File: config.mk
export PLATFORM = sky130hd
export DESIGN_NAME = exe_stage_unit
export DESIGN_NICKNAME = d
export VERILOG_FILES = /design/src/rtl/exe_stage_unit.sv
export SDC_FILE = /design/constraint.sdc
export NUM_CORES = 1
export LEC_CHECK = 0
export ABC_AREA = 0
export BUFFER_PORTS_ARGS = -buffer_cell sky130_fd_sc_hd__buf_2
export CAP_MARGIN = 15
export CORE_MARGIN = 4
export CORE_UTILIZATION = 44
export DETAILED_ROUTE_END_ITERATION = 12
export GPL_TIMING_DRIVEN = 0
export PLACE_DENSITY = 0.78
export SLEW_MARGIN = 20
export SYNTH_ARGS = -nofsm -noshare
export SYNTH_HDL_FRONTEND = slang
export SYNTH_SLANG_ARGS = --single-unit
File: constraint.sdc
create_clock -name clk -period 8.4 [get_ports clk]
set_clock_uncertainty 0.15 [all_clocks]
set_input_delay 0.84 -clock clk [delete_from_list [all_inputs] [get_ports clk]]
set_output_delay 0.84 -clock clk [all_outputs]
set_load 0.005 [all_outputs]
File: src/rtl/exe_stage_unit.sv
// Execute stage: single-cycle ALU, NZCV status, branch resolution, registered EX/MEM bundle.
// Define EXE_MUL_EN to build the iterative 32-cycle multiplier and its BUSY state.
module exe_stage_unit (
    input  logic        clk,
    input  logic        rst,
    input  logic        in_valid,
    input  logic [2:0]  exe_cmd,
    input  logic [31:0] rn_val,
    input  logic [31:0] rm_val,
    input  logic [31:0] sign_ext,
    input  logic        alu_src,
    input  logic [31:0] next_pc,
    input  logic [25:0] signed_imm_24,
    input  logic        b,
    input  logic        s,
    input  logic        wb_en,
    input  logic        mem_r,
    input  logic        mem_w,
    input  logic [4:0]  dest,
    output logic        freeze,
    output logic        flush,
    output logic        branch_taken,
    output logic [31:0] branch_target,
    output logic        out_valid,
    output logic [31:0] alu_result,
    output logic [31:0] store_data,
    output logic [4:0]  dest_out,
    output logic        wb_en_out,
    output logic        mem_r_out,
    output logic        mem_w_out,
    output logic [3:0]  status
);

    localparam logic [2:0] CMD_ADD = 3'b000;
    localparam logic [2:0] CMD_SUB = 3'b001;
    localparam logic [2:0] CMD_AND = 3'b010;
    localparam logic [2:0] CMD_ORR = 3'b011;
    localparam logic [2:0] CMD_EOR = 3'b100;
    localparam logic [2:0] CMD_MOV = 3'b101;
    localparam logic [2:0] CMD_MVN = 3'b110;
    localparam logic [2:0] CMD_MUL = 3'b111;

    // ---------------------------------------------------------------- ALU
    logic [31:0] op_b;
    logic [32:0] add_sum;
    logic [32:0] sub_sum;
    logic [31:0] alu_res;
    logic        alu_c;
    logic        alu_v;
    logic        alu_upd_cv;
    logic        is_mul;
    logic        take_branch;

    assign op_b    = alu_src ? sign_ext : rm_val;
    assign add_sum = {1'b0, rn_val} + {1'b0, op_b};
    assign sub_sum = {1'b0, rn_val} + {1'b0, ~op_b} + 33'd1;
    assign is_mul  = (exe_cmd == CMD_MUL);

    always_comb begin
        // NOTE: every always_comb output gets a default first so no path can infer a latch.
        alu_res    = '0;
        alu_c      = 1'b0;
        alu_v      = 1'b0;
        alu_upd_cv = 1'b0;
        unique case (exe_cmd)
            CMD_ADD: begin
                alu_res    = add_sum[31:0];
                alu_c      = add_sum[32];
                alu_v      = (rn_val[31] == op_b[31]) && (add_sum[31] != rn_val[31]);
                alu_upd_cv = 1'b1;
            end
            CMD_SUB: begin
                alu_res    = sub_sum[31:0];
                alu_c      = sub_sum[32];
                alu_v      = (rn_val[31] != op_b[31]) && (sub_sum[31] != rn_val[31]);
                alu_upd_cv = 1'b1;
            end
            CMD_AND: alu_res = rn_val & op_b;
            CMD_ORR: alu_res = rn_val | op_b;
            CMD_EOR: alu_res = rn_val ^ op_b;
            CMD_MOV: alu_res = op_b;
            CMD_MVN: alu_res = ~op_b;
            CMD_MUL: alu_res = '0;  // the single-cycle path has no multiplier
            default: alu_res = '0;
        endcase
    end

    // Offset is in words: sign-extend, scale by 4, keep the low 32 bits.
    assign branch_target = next_pc + {{4{signed_imm_24[25]}}, signed_imm_24, 2'b00};

    // ---------------------------------------------------------------- multiplier
    logic        busy;
    logic        mul_start;
    logic        mul_done;
    logic        freeze_raw;
    logic [31:0] mul_result;
    logic [4:0]  cap_dest;
    logic        cap_wb_en;
    logic        cap_mem_r;
    logic        cap_mem_w;
    logic        cap_s;
    logic [31:0] cap_store;

`ifdef EXE_MUL_EN
    typedef enum logic {IDLE, BUSY} state_e;

    state_e      state_q, state_d;
    logic [4:0]  cnt_q, cnt_d;
    logic [31:0] mcand_q, mcand_d;
    logic [31:0] mplier_q, mplier_d;
    logic [31:0] acc_q, acc_d;
    logic [31:0] acc_sum;
    logic [4:0]  cap_dest_q, cap_dest_d;
    logic        cap_wb_en_q, cap_wb_en_d;
    logic        cap_mem_r_q, cap_mem_r_d;
    logic        cap_mem_w_q, cap_mem_w_d;
    logic        cap_s_q, cap_s_d;
    logic [31:0] cap_store_q, cap_store_d;

    always_ff @(posedge clk or posedge rst) begin
        if (rst) state_q <= IDLE;
        else     state_q <= state_d;
    end

    always_comb begin
        state_d = state_q;
        unique case (state_q)
            IDLE:    if (mul_start) state_d = BUSY;
            BUSY:    if (mul_done)  state_d = IDLE;
            default: state_d = IDLE;
        endcase
    end

    always_comb begin
        busy       = (state_q == BUSY);
        mul_start  = (state_q == IDLE) && in_valid && is_mul && !b;
        mul_done   = busy && (cnt_q == 5'd31);
        freeze_raw = mul_start || (busy && !mul_done);
    end

    // Only the low 32 bits of the product are kept, so a 32-bit multiplicand suffices.
    assign acc_sum = acc_q + (mplier_q[0] ? mcand_q : 32'd0);

    always_comb begin
        cnt_d       = cnt_q;
        mcand_d     = mcand_q;
        mplier_d    = mplier_q;
        acc_d       = acc_q;
        cap_dest_d  = cap_dest_q;
        cap_wb_en_d = cap_wb_en_q;
        cap_mem_r_d = cap_mem_r_q;
        cap_mem_w_d = cap_mem_w_q;
        cap_s_d     = cap_s_q;
        cap_store_d = cap_store_q;
        if (mul_start) begin
            cnt_d       = '0;
            mcand_d     = rn_val;
            mplier_d    = op_b;
            acc_d       = '0;
            cap_dest_d  = dest;
            cap_wb_en_d = wb_en;
            cap_mem_r_d = mem_r;
            cap_mem_w_d = mem_w;
            cap_s_d     = s;
            cap_store_d = rm_val;
        end else if (busy) begin
            cnt_d    = cnt_q + 5'd1;
            mcand_d  = mcand_q << 1;
            mplier_d = mplier_q >> 1;
            acc_d    = acc_sum;
        end
    end

    always_ff @(posedge clk or posedge rst) begin
        if (rst) begin
            cnt_q       <= '0;
            mcand_q     <= '0;
            mplier_q    <= '0;
            acc_q       <= '0;
            cap_dest_q  <= '0;
            cap_wb_en_q <= 1'b0;
            cap_mem_r_q <= 1'b0;
            cap_mem_w_q <= 1'b0;
            cap_s_q     <= 1'b0;
            cap_store_q <= '0;
        end else begin
            cnt_q       <= cnt_d;
            mcand_q     <= mcand_d;
            mplier_q    <= mplier_d;
            acc_q       <= acc_d;
            cap_dest_q  <= cap_dest_d;
            cap_wb_en_q <= cap_wb_en_d;
            cap_mem_r_q <= cap_mem_r_d;
            cap_mem_w_q <= cap_mem_w_d;
            cap_s_q     <= cap_s_d;
            cap_store_q <= cap_store_d;
        end
    end

    assign mul_result = acc_sum;
    assign cap_dest   = cap_dest_q;
    assign cap_wb_en  = cap_wb_en_q;
    assign cap_mem_r  = cap_mem_r_q;
    assign cap_mem_w  = cap_mem_w_q;
    assign cap_s      = cap_s_q;
    assign cap_store  = cap_store_q;
`else
    assign busy       = 1'b0;
    assign mul_start  = 1'b0;
    assign mul_done   = 1'b0;
    assign freeze_raw = 1'b0;
    assign mul_result = '0;
    assign cap_dest   = '0;
    assign cap_wb_en  = 1'b0;
    assign cap_mem_r  = 1'b0;
    assign cap_mem_w  = 1'b0;
    assign cap_s      = 1'b0;
    assign cap_store  = '0;
`endif

    // ---------------------------------------------------------------- hazard outputs
    assign take_branch  = !busy && in_valid && b;
    assign branch_taken = take_branch && !rst;
    assign flush        = take_branch && !rst;
    assign freeze       = freeze_raw && !rst;

    // ---------------------------------------------------------------- EX/MEM register
    logic        out_valid_q, out_valid_d;
    logic [31:0] alu_result_q, alu_result_d;
    logic [31:0] store_data_q, store_data_d;
    logic [4:0]  dest_out_q, dest_out_d;
    logic        wb_en_out_q, wb_en_out_d;
    logic        mem_r_out_q, mem_r_out_d;
    logic        mem_w_out_q, mem_w_out_d;
    logic [3:0]  status_q, status_d;

    always_comb begin
        out_valid_d  = 1'b0;
        alu_result_d = alu_result_q;
        store_data_d = store_data_q;
        dest_out_d   = dest_out_q;
        wb_en_out_d  = 1'b0;
        mem_r_out_d  = 1'b0;
        mem_w_out_d  = 1'b0;
        status_d     = status_q;
        if (mul_done) begin
            out_valid_d  = 1'b1;
            alu_result_d = mul_result;
            store_data_d = cap_store;
            dest_out_d   = cap_dest;
            wb_en_out_d  = cap_wb_en;
            mem_r_out_d  = cap_mem_r;
            mem_w_out_d  = cap_mem_w;
            if (cap_s) status_d[3:2] = {mul_result[31], mul_result == 32'd0};
        end else if (!busy && in_valid && !mul_start) begin
            out_valid_d  = 1'b1;
            alu_result_d = alu_res;
            store_data_d = rm_val;
            dest_out_d   = dest;
            // A taken branch retires with no side effects and leaves the flags alone.
            if (!take_branch) begin
                wb_en_out_d = wb_en;
                mem_r_out_d = mem_r;
                mem_w_out_d = mem_w;
                if (s) begin
                    status_d[3:2] = {alu_res[31], alu_res == 32'd0};
                    if (alu_upd_cv) status_d[1:0] = {alu_c, alu_v};
                end
            end
        end
    end

    always_ff @(posedge clk or posedge rst) begin
        if (rst) begin
            out_valid_q  <= 1'b0;
            alu_result_q <= '0;
            store_data_q <= '0;
            dest_out_q   <= '0;
            wb_en_out_q  <= 1'b0;
            mem_r_out_q  <= 1'b0;
            mem_w_out_q  <= 1'b0;
            status_q     <= '0;
        end else begin
            out_valid_q  <= out_valid_d;
            alu_result_q <= alu_result_d;
            store_data_q <= store_data_d;
            dest_out_q   <= dest_out_d;
            wb_en_out_q  <= wb_en_out_d;
            mem_r_out_q  <= mem_r_out_d;
            mem_w_out_q  <= mem_w_out_d;
            status_q     <= status_d;
        end
    end

    assign out_valid  = out_valid_q;
    assign alu_result = alu_result_q;
    assign store_data = store_data_q;
    assign dest_out   = dest_out_q;
    assign wb_en_out  = wb_en_out_q;
    assign mem_r_out  = mem_r_out_q;
    assign mem_w_out  = mem_w_out_q;
    assign status     = status_q;

endmodule

==> results of run 1 <==
-- where the power goes --
group / total, mW / leakage, nW / switching (mW) / internal (mW)
Clock: 0.426 / 0.148 / 0.189 / 0.238
Sequential: 0.450 / 0.905 / 0.0293 / 0.421
Combinational: 0.918 / 5.26 / 0.540 / 0.377
Total: 1.79 / 6.31 / 0.758 / 1.04
-- through the flow --
step                       util  instance area [um^2]  power [mW]
final                     0.542                 12800        1.79
after CTS                 0.541                 12800        1.77
after global routing      0.541                 12800        1.89
after detailed placement  0.528                 12500        1.35
after floorplan               -                 10700        1.02
after global placement    0.527                 12500        1.33
-- sequential cells by signal, summed over array words and instances (netlist names) --
signal,flops
alu_result,32
dest_out,5
mem_r_out,1
mem_w_out,1
out_valid,1
status,4
store_data,32
wb_en_out,1
-- path summary, 6_finish.rpt --
kind                                     start             end  slack (ns)
worst max-delay path                   alu_src       status[2]        2.47
worst min-delay path                       rst  alu_result[25]        0.34
worst max register to register  store_data[19]  store_data[19]        7.47
worst min register to register       status[2]       status[2]        0.34
max in group asynchronous                  rst   alu_result[3]        7.17
min in group clk                     status[2]       status[2]        0.34
-- logic make-up after synthesis --
family | share of synthesized area
muxes | 0.107
AOI/OAI and AO/OA | 0.271
other | 0.000351
xor gates and xnor gates | 0.0516
DFF | 0.180
adders and majority gates | 0.178
buffers and inverters | 0.0653
and+or+nand+nor | 0.147
-- critical path: cells and delay by family --
| kind | cells | cell delay (ns) |
|---|---|---|
| muxes | 1 | 0.75 |
| adders and majority gates | 1 | 0.30 |
| AOI/OAI and AO/OA | 8 | 2.47 |
| buffers and inverters | 5 | 1.07 |
| and+or+nand+nor | 2 | 0.40 |
| xor gates and xnor gates | 1 | 0.15 |
-- cell usage after synthesis (all sizes together), types with 22 or more instances --
cell    count  area, um^2
a21o       29         218
a21oi     118         598
buf        22         120
clkbuf     43         161
dfrtp      77        1930
ha        147        1840
inv       110         413
mux2       63         709
mux2i      43         430
nand2      55         206
nand2b     27         169
nor2      101         379
nor3       27         135
o21ai      65         325
xnor2      44         385
-- per-layer routing --
metal	vias to the layer above	track usage	share of wire
met1	5527	0.368	0.41
met4	4	0.0919	0.031
met2	702	0.479	0.45
met3	99	0.0595	0.11
met5	-	0	0.00059
li1	5364	-	-
-- cell type report --
class,count,area (um^2),area share
multi-input cells,1057,8060,0.629
flip-flops and latches,77,1930,0.150
repair buffers,279,1420,0.111
inverters,111,419,0.0327
well taps,319,399,0.0311
plain buffers,65,282,0.0220
clock buffers,9,225,0.0176
clock inverters,7,87.6,0.00683
diodes,1,2.50,0.000195
-- cells in the final DEF, fill, tap and decap left out, types with 11 or more instances in the layout --
cell type,n
sky130_fd_sc_hd__buf_2,284
sky130_fd_sc_hd__ha_1,147
sky130_fd_sc_hd__a21oi_1,116
sky130_fd_sc_hd__inv_1,106
sky130_fd_sc_hd__nor2_1,101
sky130_fd_sc_hd__dfrtp_1,77
sky130_fd_sc_hd__mux2_2,63
sky130_fd_sc_hd__o21ai_0,61
sky130_fd_sc_hd__nand2_1,55
sky130_fd_sc_hd__xnor2_1,44
sky130_fd_sc_hd__clkbuf_1,43
sky130_fd_sc_hd__mux2i_1,43
sky130_fd_sc_hd__a21o_1,29
sky130_fd_sc_hd__nand2b_1,27
sky130_fd_sc_hd__nor3_1,27
sky130_fd_sc_hd__nor2b_1,20
sky130_fd_sc_hd__xor2_1,19
sky130_fd_sc_hd__o211ai_1,19
sky130_fd_sc_hd__o22ai_1,16
sky130_fd_sc_hd__o221ai_1,15
sky130_fd_sc_hd__a221oi_1,15
sky130_fd_sc_hd__nand3_1,15
sky130_fd_sc_hd__a31oi_1,14
sky130_fd_sc_hd__a211oi_1,13
sky130_fd_sc_hd__and2_1,12
sky130_fd_sc_hd__and3_1,12
sky130_fd_sc_hd__a221o_1,11
==> impl_metrics.prom, run 1 <==
# TYPE chip_impl_metric gauge
chip_impl_info{name="outcome",value="complete, no violations"} 1
chip_impl_metric{name="layout_worst_path_cycle_share",unit=""} 0.705
chip_impl_metric{name="path_max_fanout",unit=""} 10
chip_impl_metric{name="postSynth.asyncResetShare",unit=""} 1.00
chip_impl_metric{name="grt_pass1_wl",unit="um"} 60900
chip_impl_metric{name="count_of_routing_violations_after_the_opening_detailed_route_iteration",unit=""} 1142
chip_impl_metric{name="min_hold_slack",unit="ns"} 0.338
chip_impl_info{name="worstSetupPathType",value="input port to flip-flop"} 1
chip_impl_metric{name="initial_core_util",unit=""} 0.451
chip_impl_info{name="clock_tree.root_cell",value="sky130_fd_sc_hd__clkbuf_16"} 1
chip_impl_metric{name="via_count",unit=""} 11696
chip_impl_metric{name="critPathMaxStageDelay",unit="ns"} 0.75
chip_impl_metric{name="route.antenna.remaining_nets",unit=""} 0
chip_impl_metric{name="grt_use_total",unit=""} 0.286
chip_impl_info{name="slowest_library_cell_on_the_worst_path",value="sky130_fd_sc_hd__mux2i_1"} 1
chip_impl_metric{name="ctsResizeCount",unit=""} 0
chip_impl_metric{name="fp.dieH",unit="um"} 164
chip_impl_metric{name="reg2reg_depth",unit=""} 1
chip_impl_metric{name="grt_pass1_vias",unit=""} 11214
chip_impl_metric{name="layout_min_cycle_time",unit="ns"} 5.93
chip_impl_metric{name="cts_buffers",unit=""} 9
chip_impl_metric{name="chipWidth",unit="um"} 164
chip_impl_metric{name="fmax",unit="MHz"} 169
chip_impl_metric{name="ys_seq_area_frac",unit=""} 0.180
chip_impl_metric{name="layoutNonFillerInstCount",unit=""} 1925
chip_impl_metric{name="final.setup.worst_slack",unit="ns"} 2.47
chip_impl_metric{name="maxCapViolations",unit=""} 0
chip_impl_metric{name="post-cts-setup-buffers",unit=""} 0
chip_impl_metric{name="core_area",unit="um^2"} 23700
chip_impl_metric{name="largest_vdd_supply_drop",unit="mV"} 0.128
chip_impl_metric{name="die_area",unit="um^2"} 26900
chip_impl_info{name="cp-end-kind",value="flip-flop"} 1
chip_impl_metric{name="synth_area_per_cell",unit="um^2"} 8.16
chip_impl_metric{name="clockBufferDepth",unit=""} 2
chip_impl_metric{name="cts-htree-levels",unit=""} 3
chip_impl_metric{name="timing_worst_slew_pin_value",unit="ns"} 0.909
chip_impl_metric{name="number_of_pins_with_negative_max_slew_slack_in_the_final_report",unit=""} 0
chip_impl_metric{name="routedWlPerCell",unit="um"} 21.0
chip_impl_metric{name="overflow",unit=""} 0
chip_impl_metric{name="count_of_flip_flops_with_a_built_in_enable_after_synthesis",unit=""} 0
chip_impl_metric{name="yosys_register_bits",unit=""} 77
chip_impl_metric{name="routabilityCongestion",unit=""} 0.992
chip_impl_info{name="crit_path_start_kind",value="input port"} 1
chip_impl_metric{name="worst_ep_required_time",unit="ns"} 8.49
chip_impl_info{name="cts_tree",value="built"} 1
chip_impl_metric{name="port-buffer-count",unit=""} 278
chip_impl_info{name="path_common_cell",value="sky130_fd_sc_hd__buf_4"} 1
chip_impl_info{name="grt_setup_unrepaired",value="no"} 1
chip_impl_metric{name="totalNegativeSetupSlack",unit="ns"} 0
chip_impl_metric{name="maximum_number_of_pins_on_one_net_before_global_route_repair",unit=""} 49
chip_impl_metric{name="cts-hold-fix-buffers",unit=""} 0
chip_impl_metric{name="antenna_violations_before_repair",unit=""} 3
chip_impl_metric{name="cts.sink_count",unit=""} 77
chip_impl_metric{name="report.final.hold_viol_count",unit=""} 0
chip_impl_metric{name="viasPerCell",unit=""} 6.08
chip_impl_metric{name="boundaryPins",unit=""} 283
chip_impl_metric{name="drt_pre_antenna_iters",unit=""} 7
chip_impl_metric{name="synthesis.instances",unit=""} 1310
chip_impl_metric{name="synthToLayoutAreaGrowth",unit="%"} 20.0
chip_impl_metric{name="leakage",unit="nW"} 6.31
chip_impl_metric{name="drive_above_1_share",unit=""} 0.245
chip_impl_metric{name="syn_area",unit="um^2"} 10700
chip_impl_metric{name="yosys_warnings",unit=""} 0
chip_impl_metric{name="pre_cts_setup_slack",unit="ns"} 2.26
chip_impl_metric{name="post-place-cells",unit=""} 1908
chip_impl_metric{name="relSlewSlack",unit=""} 0.377
chip_impl_info{name="path_cells",value="buf_2, buf_4, buf_4, buf_4, mux2i_1, inv_1, ha_1, a211oi_1, nor3b_1, o41a_1, a21oi_1, o21ai_1, a41oi_1, xnor2_1, a211oi_1, a2111oi_0, nand4_1, o41ai_2"} 1
chip_impl_metric{name="cp_data_arrival_time",unit="ns"} 6.02
chip_impl_metric{name="setup_viol_count_final",unit=""} 0
chip_impl_metric{name="drc",unit=""} 0
chip_impl_info{name="synth_ff_type",value="sky130_fd_sc_hd__dfrtp_1"} 1
chip_impl_metric{name="layout.nets",unit=""} 1921
chip_impl_metric{name="synth_nets",unit=""} 1631
chip_impl_metric{name="worst_setup_hold_path_clk_slew",unit="ns"} 0.07
chip_impl_metric{name="synth.lib_cells_used.distinct",unit=""} 83
chip_impl_info{name="worst_hold_class",value="input port to asynchronous set/reset pin"} 1
chip_impl_metric{name="placementRows",unit=""} 56
chip_impl_metric{name="power_density",unit="nW/um^2"} 140
chip_impl_metric{name="place.detailed.hpwl",unit="um"} 32600
chip_impl_metric{name="n_fill_cell",unit=""} 2223
chip_impl_metric{name="detail_route.wirelength",unit="um"} 40500
chip_impl_metric{name="worst_skew_pair.late_latency",unit="ns"} 0.35
No activity file was read; power rests on OpenSTA's default activity.
==> inputs of run 2 (changes only) <==
ABC_AREA = 1   (was 0)
PLACE_DENSITY = 0.77   (was 0.78)
clock period = 6.01 ns   (was 8.4 ns; I/O delays follow)
==> run 2 against run 1 <==
Effect of this change:
- sequential power up 38%
- via count increased by 24%
- utilization down 0.74 points
- synthesized area increased by 12%
- largest cell class unchanged
- synthesized cell count increased by 57%
- final cell count grew 39%
- non-clock buffer count fell by 14
- clock power increased by 35%
- die area is 11% higher
- register-to-register slack worse by 2.4 ns
==> impl_metrics.prom, run 2 <==
# TYPE chip_impl_metric gauge
chip_impl_metric{name="critical_path_cell_count",unit=""} 20
chip_impl_metric{name="synthToLayoutAreaGrowth",unit="%"} 18.1
chip_impl_metric{name="die_area",unit="um^2"} 29800
chip_impl_metric{name="cts-htree-levels",unit=""} 3
chip_impl_metric{name="yosys_warnings",unit=""} 0
chip_impl_info{name="grt_setup_unrepaired",value="no"} 1
chip_impl_metric{name="maxCapViolations",unit=""} 0
chip_impl_info{name="synth_largest_area_cell",value="sky130_fd_sc_hd__nand2_1"} 1
chip_impl_info{name="mostFrequentLayoutCells",value="sky130_fd_sc_hd__nand2_1, sky130_fd_sc_hd__inv_1, sky130_fd_sc_hd__buf_2, sky130_fd_sc_hd__nor2_1, sky130_fd_sc_hd__ha_1"} 1
chip_impl_metric{name="port-buffer-count",unit=""} 277
chip_impl_metric{name="synth_top_area_frac",unit=""} 0.224
chip_impl_metric{name="overflow",unit=""} 0
chip_impl_metric{name="fmax",unit="MHz"} 262
chip_impl_info{name="top_layer_used",value="met4"} 1
chip_impl_metric{name="final_area",unit="um^2"} 14100
chip_impl_info{name="synth_ff_type",value="sky130_fd_sc_hd__dfrtp_1"} 1
chip_impl_metric{name="ff_latch_area",unit="um^2"} 1930
chip_impl_info{name="path_common_cell",value="sky130_fd_sc_hd__nand2_1"} 1
chip_impl_metric{name="met3RoutedLength",unit="um"} 4140
chip_impl_metric{name="timing_worst_slew_pin_value",unit="ns"} 0.970
chip_impl_metric{name="cts_buffers",unit=""} 9
chip_impl_metric{name="number_of_pins_with_negative_max_slew_slack_in_the_final_report",unit=""} 0
chip_impl_metric{name="initial_core_util",unit=""} 0.452
chip_impl_metric{name="n_fill_cell",unit=""} 2724
chip_impl_metric{name="multi_input_combinational_cell_area",unit="um^2"} 8460
chip_impl_metric{name="critPathMaxStageDelay",unit="ns"} 0.63
chip_impl_metric{name="place.detailed.hpwl",unit="um"} 39200
chip_impl_metric{name="chipWidth",unit="um"} 173
chip_impl_info{name="crit_path_start_kind",value="input port"} 1
chip_impl_metric{name="antenna_violations_before_repair",unit=""} 1
chip_impl_metric{name="power_density",unit="nW/um^2"} 178
chip_impl_metric{name="viasPerCell",unit=""} 5.38
chip_impl_metric{name="reg2reg_depth",unit=""} 3
chip_impl_info{name="synthTopCellsByArea",value="sky130_fd_sc_hd__nand2_1, sky130_fd_sc_hd__dfrtp_1, sky130_fd_sc_hd__ha_1"} 1
chip_impl_metric{name="cp_data_arrival_time",unit="ns"} 3.94
chip_impl_info{name="worst_hold_class",value="input port to asynchronous set/reset pin"} 1
chip_impl_metric{name="layout_worst_path_cycle_share",unit=""} 0.635
chip_impl_metric{name="clockBufferDepth",unit=""} 2
chip_impl_metric{name="routabilityCongestion",unit=""} 0.993
chip_impl_metric{name="count_of_flip_flops_with_a_built_in_enable_after_synthesis",unit=""} 0
chip_impl_metric{name="crit_buf_inv",unit=""} 6
chip_impl_metric{name="met2_wirelength",unit="um"} 20700
chip_impl_metric{name="worst_ep_required_time",unit="ns"} 6.13
chip_impl_info{name="cpLargestDelayFamily",value="compound AO/OA/AOI/OAI gates"} 1
chip_impl_metric{name="yosys_register_bits",unit=""} 77
chip_impl_metric{name="cts-hold-fix-buffers",unit=""} 0
chip_impl_info{name="cp-end-kind",value="flip-flop"} 1
chip_impl_metric{name="route.antenna.remaining_nets",unit=""} 0
chip_impl_info{name="cts_tree",value="built"} 1
chip_impl_info{name="clock_tree.root_cell",value="sky130_fd_sc_hd__clkbuf_16"} 1
chip_impl_metric{name="detail_route.wirelength",unit="um"} 46000
chip_impl_metric{name="cts.sink_count",unit=""} 77
chip_impl_metric{name="via_count",unit=""} 14448
chip_impl_metric{name="layout_min_cycle_time",unit="ns"} 3.82
chip_impl_metric{name="placementRows",unit=""} 59
chip_impl_info{name="path_cells",value="buf_6, buf_6, buf_6, o21ai_0, inv_1, ha_1, buf_2, inv_1, o21ai_1, a21oi_1, nand2_1, a21oi_1, nand2_1, nand2_1, nand2_1, nand2_1, nand3_1, nor2_1, nand3_1, o21bai_2"} 1
chip_impl_metric{name="path_max_fanout",unit=""} 10
chip_impl_metric{name="drc",unit=""} 0
chip_impl_metric{name="core_area",unit="um^2"} 26400
chip_impl_metric{name="postSynth.asyncResetShare",unit=""} 1.00
chip_impl_metric{name="worst_skew_pair.late_latency",unit="ns"} 0.34
chip_impl_metric{name="grt_pass1_wl",unit="um"} 71300
chip_impl_metric{name="drt_pre_antenna_iters",unit=""} 8
chip_impl_metric{name="worst_setup_hold_path_clk_slew",unit="ns"} 0.07
chip_impl_metric{name="setup_viol_count_final",unit=""} 0
chip_impl_metric{name="drive_above_1_share",unit=""} 0.159
chip_impl_info{name="slowest_library_cell_on_the_worst_path",value="sky130_fd_sc_hd__o21ai_0"} 1
chip_impl_metric{name="count_of_routing_violations_after_the_opening_detailed_route_iteration",unit=""} 1510
chip_impl_metric{name="synth_area_per_cell",unit="um^2"} 5.80
chip_impl_metric{name="largest_vdd_supply_drop",unit="mV"} 0.123
chip_impl_metric{name="layout.nets",unit=""} 2664
chip_impl_metric{name="grt_pass1_vias",unit=""} 13237
chip_impl_metric{name="totalNegativeSetupSlack",unit="ns"} 0
chip_impl_metric{name="m1WireLength",unit="um"} 20300
chip_impl_info{name="outcome",value="complete, no violations"} 1
chip_impl_metric{name="leakage",unit="nW"} 8.25
chip_impl_info{name="post_synth_most_frequent_cells",value="sky130_fd_sc_hd__nand2_1, sky130_fd_sc_hd__inv_1, sky130_fd_sc_hd__nor2_1, sky130_fd_sc_hd__ha_1, sky130_fd_sc_hd__nand3_1"} 1
chip_impl_metric{name="fp.dieH",unit="um"} 173
chip_impl_info{name="synthMostInstantiatedCell",value="sky130_fd_sc_hd__nand2_1"} 1
chip_impl_metric{name="report.final.hold_viol_count",unit=""} 0
chip_impl_metric{name="grt_use_total",unit=""} 0.292
chip_impl_metric{name="synth_nets",unit=""} 2375
chip_impl_metric{name="p_total",unit="mW"} 2.51
chip_impl_metric{name="synth.lib_cells_used.distinct",unit=""} 48
chip_impl_metric{name="ctsResizeCount",unit=""} 0
chip_impl_metric{name="synthesis.instances",unit=""} 2054
chip_impl_info{name="mostFrequentLayoutCell",value="sky130_fd_sc_hd__nand2_1"} 1
chip_impl_metric{name="syn_area",unit="um^2"} 11900
chip_impl_metric{name="maximum_number_of_pins_on_one_net_before_global_route_repair",unit=""} 47
chip_impl_metric{name="pre_cts_setup_slack",unit="ns"} 1.99
chip_impl_metric{name="routedWlPerCell",unit="um"} 17.1
chip_impl_metric{name="post-cts-setup-buffers",unit=""} 0
chip_impl_metric{name="final.setup.worst_slack",unit="ns"} 2.19
chip_impl_metric{name="boundaryPins",unit=""} 283
chip_impl_metric{name="postPlaceCellArea",unit="um^2"} 13800
chip_impl_metric{name="ys_seq_area_frac",unit=""} 0.162
chip_impl_metric{name="relSlewSlack",unit=""} 0.351
chip_impl_metric{name="min_hold_slack",unit="ns"} 0.131
chip_impl_info{name="worstSetupPathType",value="input port to flip-flop"} 1
[run 2: cell count changes in the layout (fill, tap and decap cells not counted), moves of 24 or more]
cell and delta:
sky130_fd_sc_hd__nand3_1 +129, sky130_fd_sc_hd__inv_1 +210, sky130_fd_sc_hd__o22ai_1 +24, sky130_fd_sc_hd__a21o_1 -29, sky130_fd_sc_hd__clkbuf_1 -27, sky130_fd_sc_hd__mux2i_1 -43, sky130_fd_sc_hd__mux2_2 -62, sky130_fd_sc_hd__nand2b_1 -27
sky130_fd_sc_hd__nor2_1 +88, sky130_fd_sc_hd__nand2_1 +658, sky130_fd_sc_hd__xnor2_1 -36
[run 2: logic make-up after synthesis]
group,share of synthesized area
compound gates,0.141
xor+xnor,0.0220
fa+ha+maj,0.159
buf+inv,0.129
flops,0.162
mux,0.000945
other cells,0.000315
simple gates,0.386
[run 2: layout make-up]
type                    instances  share of cell area
flip-flops and latches         77               0.137
plain buffers                  52              0.0217
clock inverters                 7             0.00649
repair buffers                278               0.100
inverters                     327              0.0876
clock buffers                   9              0.0160
diodes                          1            0.000178
well taps                     335              0.0298
multi-input cells            1598               0.601
[run 2: per-layer routing]
| metal | up-vias | track usage |
|---|---|---|
| met5 | - | 0 |
| met3 | 55 | 0.0279 |
| met1 | 6599 | 0.414 |
| li1 | 7088 | - |
| met2 | 706 | 0.487 |
| met4 | 0 | 0.0642 |
[run 2: report_power, final]
part,switching (mW),internal (mW),leakage (nW)
Clock,0.244,0.332,0.151
Sequential,0.0378,0.582,0.954
Combinational,0.856,0.454,7.15
[run 2: through the flow]
stage | instances | util
finish | 2684 | 0.534
detailed placement | 2667 | 0.522
global route | 2684 | 0.534
floorplan | 2054 | -
global placement | 2666 | 0.521
CTS | 2683 | 0.534
[run 2: final timing paths]
check,from,end,slack [ns]
max,alu_src,status[2],2.19
min,rst,wb_en_out,0.13
max reg2reg,status[2],status[2],5.07
min reg2reg,store_data[8],store_data[8],0.32
max in group asynchronous,rst,alu_result[26],5.01
min in group clk,in_valid,out_valid,0.26
[run 2: worst reg2reg max path, cell delays in order (launching register included)]
cell	delay, ns
sky130_fd_sc_hd__dfrtp_1	0.39
sky130_fd_sc_hd__nand2_1	0.07
sky130_fd_sc_hd__inv_1	0.04
sky130_fd_sc_hd__o21bai_2	0.17
